==> src/rtl/osd_cdm_core_responder_pkg.sv <==
// rtl/osd_cdm_core_responder_pkg.sv - shared constants and types for the CDM core responder
// Contents: local register map, DCR/DSR bit positions, access FSM state encoding.
package osd_cdm_pkg;

    // Local register map; everything at or above CDM_SPR_BASE belongs to the core.
    localparam logic [14:0] CDM_DCR      = 15'h0000;
    localparam logic [14:0] CDM_DSR      = 15'h0001;
    localparam logic [14:0] CDM_ID       = 15'h0002;
    localparam logic [14:0] CDM_SPR_BASE = 15'h1000;

    localparam int DCR_STEP_EN = 0;
    localparam int DSR_BP      = 0;
    localparam int DSR_STEP    = 1;

    typedef enum logic [2:0] {
        ST_IDLE,
        ST_LOCAL,
        ST_SPR,
        ST_ACK,
        ST_RELEASE
    } cdm_state_t;

    function automatic logic is_local(input logic [14:0] adr);
        return adr < CDM_SPR_BASE;
    endfunction

endpackage

==> src/rtl/osd_cdm_core_responder_if.sv <==
// rtl/osd_cdm_core_responder_if.sv - CDM debug access bus between debug module and core responder
// Signals: du_strobe/du_write/du_adr/du_data_in driven by the debug module (master),
//          du_ack/du_data_out driven by the core responder (slave).
interface osd_cdm_core_responder_if #(
    parameter int DATA_WIDTH = 32,
    parameter int ADDR_WIDTH = 16
);
    logic                  du_strobe;
    logic                  du_write;
    logic [ADDR_WIDTH-1:0] du_adr;
    logic [DATA_WIDTH-1:0] du_data_in;
    logic                  du_ack;
    logic [DATA_WIDTH-1:0] du_data_out;

    modport master (
        output du_strobe, du_write, du_adr, du_data_in,
        input  du_ack, du_data_out
    );

    modport slave (
        input  du_strobe, du_write, du_adr, du_data_in,
        output du_ack, du_data_out
    );
endinterface

==> src/rtl/osd_cdm_core_responder_stall_ctrl.sv <==
// rtl/osd_cdm_core_responder_stall_ctrl.sv - breakpoint hold, debug status register and single-step
// Ports: clk/rst; du_stall (debug stall request); core_trap/core_retire (core event pulses);
//        step_en (DCR.STEP_EN); dsr_wr/dsr_wdata (write-one-to-clear DSR access);
//        bp_hold (core held by trap or step); dsr (status bits {STEP, BP}).
module osd_cdm_stall_ctrl
    import osd_cdm_pkg::*;
(
    input  logic       clk,
    input  logic       rst,
    input  logic       du_stall,
    input  logic       core_trap,
    input  logic       core_retire,
    input  logic       step_en,
    input  logic       dsr_wr,
    input  logic [1:0] dsr_wdata,
    output logic       bp_hold,
    output logic [1:0] dsr
);

    logic       du_stall_q;
    logic       resume;
    logic       set_bp;
    logic       set_step;
    logic [1:0] dsr_after_wr;
    logic       dsr_wr_clears;

    // Resume is the debugger releasing its stall request.
    assign resume   = du_stall_q & ~du_stall;
    assign set_bp   = core_trap;
    // A step only counts when the core was actually running on its own.
    assign set_step = core_retire & step_en & ~bp_hold & ~du_stall;

    assign dsr_after_wr  = dsr_wr ? (dsr & ~dsr_wdata) : dsr;
    assign dsr_wr_clears = dsr_wr && (dsr_after_wr == 2'b00);

    always_ff @(posedge clk or posedge rst) begin
        if (rst) begin
            du_stall_q <= 1'b0;
            dsr        <= 2'b00;
            bp_hold    <= 1'b0;
        end else begin
            du_stall_q     <= du_stall;
            // New events are ORed in after the clear so a set always wins.
            dsr[DSR_BP]   <= dsr_after_wr[DSR_BP] | set_bp;
            dsr[DSR_STEP] <= dsr_after_wr[DSR_STEP] | set_step;
            if (set_bp || set_step) begin
                bp_hold <= 1'b1;
            end else if (resume || dsr_wr_clears) begin
                bp_hold <= 1'b0;
            end
        end
    end

endmodule

==> src/rtl/osd_cdm_core_responder.sv <==
// rtl/osd_cdm_core_responder.sv - core-side CDM debug responder: local registers plus SPR forwarding
// Ports: clk/rst; du_stall (debug stall request); du (CDM access bus, slave side);
//        du_breakpoint/core_stall (halt indications); core_trap/core_retire (core events);
//        spr_req/spr_we/spr_addr/spr_wdata/spr_rdata/spr_ack (core SPR access port).
module osd_cdm_core_responder
    import osd_cdm_pkg::*;
#(
    parameter int                    DATA_WIDTH  = 32,
    parameter int                    ADDR_WIDTH  = 16,
    parameter int                    SPR_TIMEOUT = 64,
    parameter logic [DATA_WIDTH-1:0] ERR_DATA    = 32'hDEADBEEF
) (
    input  logic                   clk,
    input  logic                   rst,
    input  logic                   du_stall,
    osd_cdm_core_responder_if.slave du,
    output logic                   du_breakpoint,
    output logic                   core_stall,
    input  logic                   core_trap,
    input  logic                   core_retire,
    output logic                   spr_req,
    output logic                   spr_we,
    output logic [14:0]            spr_addr,
    output logic [DATA_WIDTH-1:0]  spr_wdata,
    input  logic [DATA_WIDTH-1:0]  spr_rdata,
    input  logic                   spr_ack
);

    localparam int         CNT_W = $clog2(SPR_TIMEOUT + 1);
    localparam logic [7:0] ID_DW = 8'(DATA_WIDTH);
    localparam logic [7:0] ID_AW = 8'(ADDR_WIDTH);

    cdm_state_t            state;
    cdm_state_t            state_nxt;
    logic [14:0]           adr_in;
    logic [14:0]           adr_q;
    logic                  we_q;
    logic [DATA_WIDTH-1:0] wdata_q;
    logic [DATA_WIDTH-1:0] rdata_q;
    logic [DATA_WIDTH-1:0] local_rdata;
    logic [CNT_W-1:0]      cnt;
    logic                  timeout;
    logic                  step_en;
    logic                  dsr_wr;
    logic                  bp_hold;
    logic [1:0]            dsr;

    // The top address bit carries no meaning on this bus.
    logic [ADDR_WIDTH-16:0] unused_adr_hi;
    assign unused_adr_hi = du.du_adr[ADDR_WIDTH-1:15];
    assign adr_in        = du.du_adr[14:0];

    assign timeout       = (cnt == CNT_W'(SPR_TIMEOUT - 1));
    assign core_stall    = du_stall | bp_hold;
    assign du_breakpoint = bp_hold;
    assign spr_addr      = adr_q;
    assign spr_wdata     = wdata_q;

    osd_cdm_stall_ctrl u_stall_ctrl (
        .clk         (clk),
        .rst         (rst),
        .du_stall    (du_stall),
        .core_trap   (core_trap),
        .core_retire (core_retire),
        .step_en     (step_en),
        .dsr_wr      (dsr_wr),
        .dsr_wdata   (wdata_q[1:0]),
        .bp_hold     (bp_hold),
        .dsr         (dsr)
    );

    always_ff @(posedge clk or posedge rst) begin
        if (rst) begin
            state <= ST_IDLE;
        end else begin
            state <= state_nxt;
        end
    end

    always_comb begin
        state_nxt = state;
        case (state)
            ST_IDLE: begin
                // SPR traffic is held back until the core pipeline is frozen.
                if (du.du_strobe) begin
                    if (is_local(adr_in)) begin
                        state_nxt = ST_LOCAL;
                    end else if (core_stall) begin
                        state_nxt = ST_SPR;
                    end
                end
            end
            ST_LOCAL:   state_nxt = ST_ACK;
            ST_SPR:     if (spr_ack || timeout) state_nxt = ST_ACK;
            ST_ACK:     state_nxt = ST_RELEASE;
            ST_RELEASE: if (!du.du_strobe) state_nxt = ST_IDLE;
            default:    state_nxt = ST_IDLE;
        endcase
    end

    always_comb begin
        du.du_ack      = (state == ST_ACK);
        du.du_data_out = (state == ST_ACK) ? rdata_q : '0;
        spr_req        = (state == ST_SPR);
        spr_we         = (state == ST_SPR) && we_q;
        dsr_wr         = (state == ST_LOCAL) && we_q && (adr_q == CDM_DSR);
    end

    always_comb begin
        local_rdata = '0;
        case (adr_q)
            CDM_DCR: local_rdata[DCR_STEP_EN] = step_en;
            CDM_DSR: local_rdata[1:0]         = dsr;
            CDM_ID:  local_rdata              = DATA_WIDTH'({16'h0, ID_DW, ID_AW});
            default: local_rdata              = '0;
        endcase
    end

    always_ff @(posedge clk or posedge rst) begin
        if (rst) begin
            adr_q   <= '0;
            we_q    <= 1'b0;
            wdata_q <= '0;
            rdata_q <= '0;
            cnt     <= '0;
            step_en <= 1'b0;
        end else begin
            case (state)
                ST_IDLE: begin
                    if (state_nxt != ST_IDLE) begin
                        adr_q   <= adr_in;
                        we_q    <= du.du_write;
                        wdata_q <= du.du_data_in;
                        cnt     <= '0;
                    end
                end
                ST_LOCAL: begin
                    rdata_q <= we_q ? '0 : local_rdata;
                    if (we_q && (adr_q == CDM_DCR)) begin
                        step_en <= wdata_q[DCR_STEP_EN];
                    end
                end
                ST_SPR: begin
                    if (spr_ack) begin
                        rdata_q <= we_q ? '0 : spr_rdata;
                    end else if (timeout) begin
                        rdata_q <= we_q ? '0 : ERR_DATA;
                    end else begin
                        cnt <= cnt + 1'b1;
                    end
                end
                default: begin
                end
            endcase
        end
    end

endmodule

==> src/flat_wrapper.sv <==
// flat-port wrapper written by rule: the top's interface ports become plain ports
module osd_cdm_core_responder_flat import osd_cdm_pkg::*;
#(
    parameter int                    DATA_WIDTH  = 32,
    parameter int                    ADDR_WIDTH  = 16,
    parameter int                    SPR_TIMEOUT = 64,
    parameter logic [DATA_WIDTH-1:0] ERR_DATA    = 32'hDEADBEEF
)
  (clk, rst, du_stall, du_breakpoint, core_stall, core_trap, core_retire, spr_req, spr_we, spr_addr, spr_wdata, spr_rdata, spr_ack, du_du_strobe, du_du_write, du_du_adr, du_du_data_in, du_du_ack, du_du_data_out);
  osd_cdm_core_responder_if #(.DATA_WIDTH(DATA_WIDTH), .ADDR_WIDTH(ADDR_WIDTH)) du_i ();
  input  logic clk;
  input  logic rst;
  input  logic du_stall;
  output logic du_breakpoint;
  output logic core_stall;
  input  logic core_trap;
  input  logic core_retire;
  output logic spr_req;
  output logic spr_we;
  output logic [14:0] spr_addr;
  output logic [DATA_WIDTH-1:0] spr_wdata;
  input  logic [DATA_WIDTH-1:0] spr_rdata;
  input  logic spr_ack;
  input wire logic [$bits(du_i.du_strobe)-1:0] du_du_strobe;
  input wire logic [$bits(du_i.du_write)-1:0] du_du_write;
  input wire logic [$bits(du_i.du_adr)-1:0] du_du_adr;
  input wire logic [$bits(du_i.du_data_in)-1:0] du_du_data_in;
  output wire logic [$bits(du_i.du_ack)-1:0] du_du_ack;
  output wire logic [$bits(du_i.du_data_out)-1:0] du_du_data_out;
  assign du_i.du_strobe = du_du_strobe;
  assign du_i.du_write = du_du_write;
  assign du_i.du_adr = du_du_adr;
  assign du_i.du_data_in = du_du_data_in;
  assign du_du_ack = du_i.du_ack;
  assign du_du_data_out = du_i.du_data_out;
  osd_cdm_core_responder #(.DATA_WIDTH(DATA_WIDTH), .ADDR_WIDTH(ADDR_WIDTH), .SPR_TIMEOUT(SPR_TIMEOUT), .ERR_DATA(ERR_DATA)) u_core (.clk(clk), .rst(rst), .du_stall(du_stall), .du(du_i), .du_breakpoint(du_breakpoint), .core_stall(core_stall), .core_trap(core_trap), .core_retire(core_retire), .spr_req(spr_req), .spr_we(spr_we), .spr_addr(spr_addr), .spr_wdata(spr_wdata), .spr_rdata(spr_rdata), .spr_ack(spr_ack));
endmodule
==> config.mk <==
export PLATFORM = sky130hd
export DESIGN_NAME = osd_cdm_core_responder_flat
export DESIGN_NICKNAME = d
export VERILOG_FILES = /design/src/rtl/osd_cdm_core_responder_pkg.sv /design/src/rtl/osd_cdm_core_responder_if.sv /design/src/rtl/osd_cdm_core_responder_stall_ctrl.sv /design/src/rtl/osd_cdm_core_responder.sv /design/src/flat_wrapper.sv
export SDC_FILE = /design/constraint.sdc
export NUM_CORES = 1
export LEC_CHECK = 0
export CAP_MARGIN = 20
export CORE_MARGIN = 5
export CORE_UTILIZATION = 46
export CTS_BUF_LIST = sky130_fd_sc_hd__clkbuf_4
export DETAILED_ROUTE_END_ITERATION = 7
export PLACE_DENSITY = 0.79
export SLEW_MARGIN = 20
export SYNTH_ARGS = -nofsm -noshare
export SYNTH_HDL_FRONTEND = slang
export SYNTH_SLANG_ARGS = --single-unit
==> constraint.sdc <==
create_clock -name clk -period 3.45 [get_ports clk]
set_input_delay 0.5175 -clock clk [delete_from_list [all_inputs] [get_ports clk]]
set_output_delay 0.5175 -clock clk [all_outputs]
set_load 0.05 [all_outputs]
# ---- Yosys cells after proc, flatten, opt, wreduce, memory -nomap -nowiden
# Cells that the tools add are included.
dict set report totals {
  regBits 95
}
dict set report classes {
  bitwise_logic 11
  n_reduce_logical 19
  eq_ne 11
  mux 23
  n_addsub 1
  magnitude_cmp 1
}
# op n
set ops {}
lappend ops {{32-bit 2-to-1 mux} 5}
lappend ops {{32-bit case mux with 2 select lines} 1}
lappend ops {{7-bit 2-to-1 mux} 3}
lappend ops {{15-bit by 1-bit equality test with 1-bit output (second input constant)} 1}
lappend ops {{15-bit by 2-bit equality test with 1-bit output (second input constant)} 1}
lappend ops {{15-bit logical NOT} 1}
lappend ops {{15-bit by 13-bit < comparator with 1-bit output (second input constant)} 1}
lappend ops {{3-bit 2-to-1 mux} 5}
lappend ops {{3-bit case mux with 5 select lines} 1}
lappend ops {{14-bit 2-to-1 mux} 1}
lappend ops {{7-bit case mux with 2 select lines} 1}
lappend ops {{12-bit 2-to-1 mux} 1}
lappend ops {{7-bit by 1-bit adder with 7-bit output (second input constant)} 1}
lappend ops {{7-bit by 6-bit equality test with 1-bit output (second input constant)} 1}
lappend ops {{3-bit by 2-bit equality test with 1-bit output (second input constant)} 2}
lappend ops {{2-bit AND reduction} 3}
lappend ops {{2-bit nonzero test} 3}
lappend ops {{1-bit logical AND} 5}
lappend ops {{1-bit bitwise AND} 4}
lappend ops {{2-bit inequality test (second input constant)} 2}
lappend ops {{4-bit AND reduction} 1}
lappend ops {{3-bit by 1-bit equality test with 1-bit output (second input constant)} 1}
lappend ops {{3-bit equality test (second input constant)} 1}
lappend ops {{3-bit logical NOT} 1}
lappend ops {{12 further kinds} 19}

# ---- Logic depth before layout (Yosys ltp)
dict set report depth {
  ltp_word 9
  depth_mapped 7
  ltp_nobuf 5
}

# ---- Hierarchy
# Synthesis repeated with hierarchy kept, for this count alone.
dict set report hier_totals {
  hier_cells 463
  hier_area_um2 4588.2
}
# mod cells_per_inst area_each_um2 seq_area_each_um2 n_inst
set by_module_without_submodules {}
lappend by_module_without_submodules {osd_cdm_core_responder 447 4413.0 2277.2 1}
lappend by_module_without_submodules {osd_cdm_stall_ctrl 16 175.2 100.1 1}

# ---- Worst setup path before layout
# No wires, ideal clock.
dict set report synth_path {
  path_type {reg2out}
  from {register u_core.state[2]}
  to {output port du_du_data_out[16]}
  n_path_buf 3
  arrival_time_ns 1.993
  stages_incl_launch_ff 7
  slack_ns 0.940
  required_time_ns 2.932
  cell_sequence {dfrtp_1 buf_2 inv_1 and3_1 clkbuf_1 clkbuf_1 and2_1}
}
dict set report synth_via {
  elab_chain_cells 2
}
# element line_no
set synth_rtl {}
lappend synth_rtl {{start, declared} osd_cdm_core_responder.sv:33} ;# cdm_state_t state;
lappend synth_rtl {{start signal, assigned} osd_cdm_core_responder.sv:76} ;# state <= state_nxt;
lappend synth_rtl {{3-bit by 2-bit equality test with 1-bit output} --}
lappend synth_rtl {{named net du_du_ack} flat_wrapper.sv:28} ;# output wire logic [$bits(du_i.du_ack)-1:0] du_du_ack;
lappend synth_rtl {{32-bit 2-to-1 mux} osd_cdm_core_responder.sv:103} ;# du.du_data_out = (state == ST_ACK) ? rdata_q : '0;
lappend synth_rtl {{end, declared} flat_wrapper.sv:29} ;# output wire logic [$bits(du_i.du_data_out)-1:0] du_du_data_out;
# The timed path passes the listed nets, and every way through them passes these cells.

# ---- Worst setup path in the final report
dict set report layout_path {
  from {register u_core.state[2]}
  to {output port du_du_data_out[12]}
}
dict set report layout_via {
  elab_chain_cells 2
}
# element line_no
set layout_rtl {}
lappend layout_rtl {{3-bit by 2-bit equality test with 1-bit output} osd_cdm_core_responder.sv:103}
lappend layout_rtl {{32-bit 2-to-1 mux} osd_cdm_core_responder.sv:103}
# Every way passes these cells.

==> out/results.tsv <==
stage	metric	value	unit
pwr	p_leak	2.960	nW
timing	skew	0.03086	ns
final_layout	nets	608	
clock_network	clk_pin_slew	0.15	ns
pwr	p_per_area	933.4	nW/um2
synth	synth_top_area_share	52.28	%
floorplanning	die_y	109.4	um
grt	use_met1	23.65	%
synth	syn_inst	351	
placed_design	port_buffers	170	
synth	synthFlopType	dfrtp_1	
timing	clock.fmax	317.6	MHz
setup_path	cp_max_fo	21	
route	vias	3313	
route	initialDrtViolationCount	75	
setup_path	rrSetupSlack	1.23	ns
clock_network	cts_buffers	9	
grt	antenna_found_initial	0	
final_layout	multi_input_area	1901	um2
synth	netlist_top_cells_area	dfrtp_1 52%, mux2_4 14%, mux2_2 7.2%	
synth	synth_nets	440	
synth	synth.area.mux_share	21.63	%
timing	fin_hold_ws	0.5156	ns
clock_network	clock_latency	0.43	ns
grt	met2_usage	31.39	%
floorplanning	num_io_pins	172	
synth	netlist_area	4547	um2
hold_path	whs_path_depth	1	
synth	synth_edf_count	0	
synth	ys_async_sr_fraction	100.0	%
final_layout	syn_to_final_growth	42.57	%
setup_path	r2r-end	u_core.rdata_q[4]	
synth	synthSimpleGateAreaFrac	10.87	%
route	via_per_inst	5.043	
outcome	outcome	finished clean	
grt	grt_util_met3	5.989	%
synth	ys_types	52	
route	drt_wl_total	11.03	mm
route	routedWlPerCell	16.79	um
grt	gr-total-overflow	0	
grt	grt_pass1_wl	17.92	mm
grt	top_usage_layer	met2	
timing	period_minus_slack	3.149	ns
timing	fin_crit_sh	91.27	%
setup_path	cp_data_required_time	2.93	ns
final_layout	fillerInstances	760	
setup_path	rr_worst_depth	4	
timing	setup_violations	0	
clock_network	cts_buffer_depth	2	
timing	fin_tns_setup	0	ns
floorplanning	die_x	109.4	um
synth	synth_xor_area_share	0	%
clock_network	cts-root-buf	clkbuf_4	
timing	setup_slack	0.3013	ns
synth	synth.avg_cell_area	12.95	um2
floorplanning	coreArea	9729	um2
run	maxCapViolCount	0	
synth	synth_compound_area_share	8.971	%
timing	worst_slew_pin_slew	0.8327	ns
synth	ys_ff_latch	95	
setup_path	start_kind	flop	
grt	grt_max_degree	53	
clock_network	cts_tree	built	
synth	yosysWarnings	0	
floorplanning	initial_utilization	46.73	%
timing	hold_violations	0	
synth	ys_seq_area_share	52.28	%
floorplanning	fp.dieArea	11970	um2
final_layout	drive_gt1_share	20.04	%
hold_path	min_path_type	reg -> reg	
final_layout	seq_area	2377	um2
synth	synth_top_family_by_area	multiplexers	
clock_network	clock-sinks	95	
synth	synth-adder-area-share	0.2752	%
route	drt_first_pass_iters	4	
placed_design	place_congestion	0.8558	
route	drc_errors	0	
timing	slew_violations	0	
synth	yosysTopAreaCell	dfrtp_1	
clock_network	htreeDepth	3	
pwr	ir_drop	0.7710	mV
placed_design	hpwl	8.295	mm
hold_path	hold_start	u_core.rdata_q[16]	
floorplanning	rows	36	
setup_path	crit-reg2reg-launch	u_core.state[0]	
setup_path	setup.worst_path.end_class	output port	
route	detail-route-antenna-nets	0	
grt	grt_util_all_layers	18.89	%
setup_path	cp_data_arrival_time	2.63	ns
timing	rsz0062_at_grt	false	
setup_path	critPathKind	reg -> out	
hold_path	holdPathEnd	u_core.rdata_q[16]	
placed_design	dpl_worst_slack	0.5962	ns
final_layout	n_antenna_cell	0	
grt	first_global_vias	3581	
timing	relSlewSlack	44.49	%
[layout by cell type (no fill, tap or decap), drive strengths merged, types with 2 or more instances in the layout]
cell type        n
clkbuf          11
o211ai           4
buf              7
nand2            4
nor2             4
inv             28
a21o             2
and3             2
dfrtp           95
o21ai            4
clkinv           2
nor4             2
or4              3
o31ai            3
a21oi           24
bufinv           2
nand4            4
a22o             7
nand2b           5
clkdlybuf4s50  170
o21a             2
and2            33
mux2            73
nand3b           4
o2bb2ai          3
nand3            4
[metrics by stage]
step           instance area (um2)  instances  util [%]  total power [W]
2_1_floorplan                 4547        351         -         0.004379
3_3_place_gp                  6317        641     64.93         0.005332
5_1_grt                       6482        657     66.63         0.006356
4_1_cts                       6481        657     66.62         0.006107
3_5_place_dp                  6317        641     64.93         0.005405
6_report                      6482        657     66.63         0.006051
[flip-flops by register name (all words and copies together), names as in the netlist]
name                            count
u_core.cnt                          7
u_core.rdata_q                     32
u_core.spr_addr                    15
u_core.spr_wdata                   32
u_core.state                        3
u_core.step_en                      1
u_core.u_stall_ctrl.bp_hold         1
u_core.u_stall_ctrl.dsr             2
u_core.u_stall_ctrl.du_stall_q      1
u_core.we_q                         1
[power breakdown]
group          switching, W  internal (W)  total (W)
logic               0.00198       0.00148    0.00346
registers          0.000346       0.00156    0.00191
clock network      0.000370      0.000312   0.000682
[critical path, stage by stage (launching register included)]
cell and delay (ns):
dfrtp_1 0.52, inv_1 0.13, and3_2 0.36, buf_4 0.25
and2_1 0.15, clkdlybuf4s50_1 0.81
[routing by layer]
metal  vias up  routed length, um
met5         -                  0
met4         0                121
met3        10                932
met2       116               5316
met1      1618               4660
li1       1569                  -
[repair_timing]
item                       4_1_cts  5_1_grt
gates resized for setup          0        1
hold buffers                     0        0
setup endpoints to repair        0       20
buffers inserted                 0        0
[worst max path at each step]
stage,cells after the start,slack [ns],from,endpoint
after floorplan,1,0.46,rst,u_core.cnt[0]
after global placement,5,0.66,u_core.state[2],du_du_data_out[20]
after detailed placement,5,0.60,u_core.state[2],du_du_data_out[12]
after CTS,5,0.10,u_core.state[2],du_du_data_out[12]
after global routing,5,0.13,u_core.state[2],du_du_data_out[12]
final,5,0.30,u_core.state[2],du_du_data_out[12]
[cell usage after synthesis (2+ instances only)]
cell type   n
a21o_1      2
a21oi_1    24
a22o_1      7
and2_1     33
and3_1      2
buf_12      4
buf_2       3
buf_6       3
clkbuf_1   10
dfrtp_1    95
inv_1      27
mux2_2     29
mux2_4     43
nand2_1     4
nand2b_1    5
nand3_1     4
nand3b_1    4
nand4_1     3
nor2_1      3
nor4_1      2
o211ai_1    4
o21a_1      2
o21ai_0     4
o2bb2ai_1   3
o31ai_1     3
or4_1       2
[final cells by class]
class / instances / area share (%)
clock buffers: 11 / 1.274
clock inverters: 5 / 1.255
inverters: 28 / 1.660
multi-input cells: 208 / 29.32
flip-flops and latches: 95 / 36.67
well taps: 133 / 2.567
repair buffers: 177 / 27.25
[cell families after synthesis]
group	after synthesis
flops	95
buf+inv	48
compound gates	61
simple gates	73
mux	73
fa+ha+maj	1
Power figures use the tool's default switching activity.
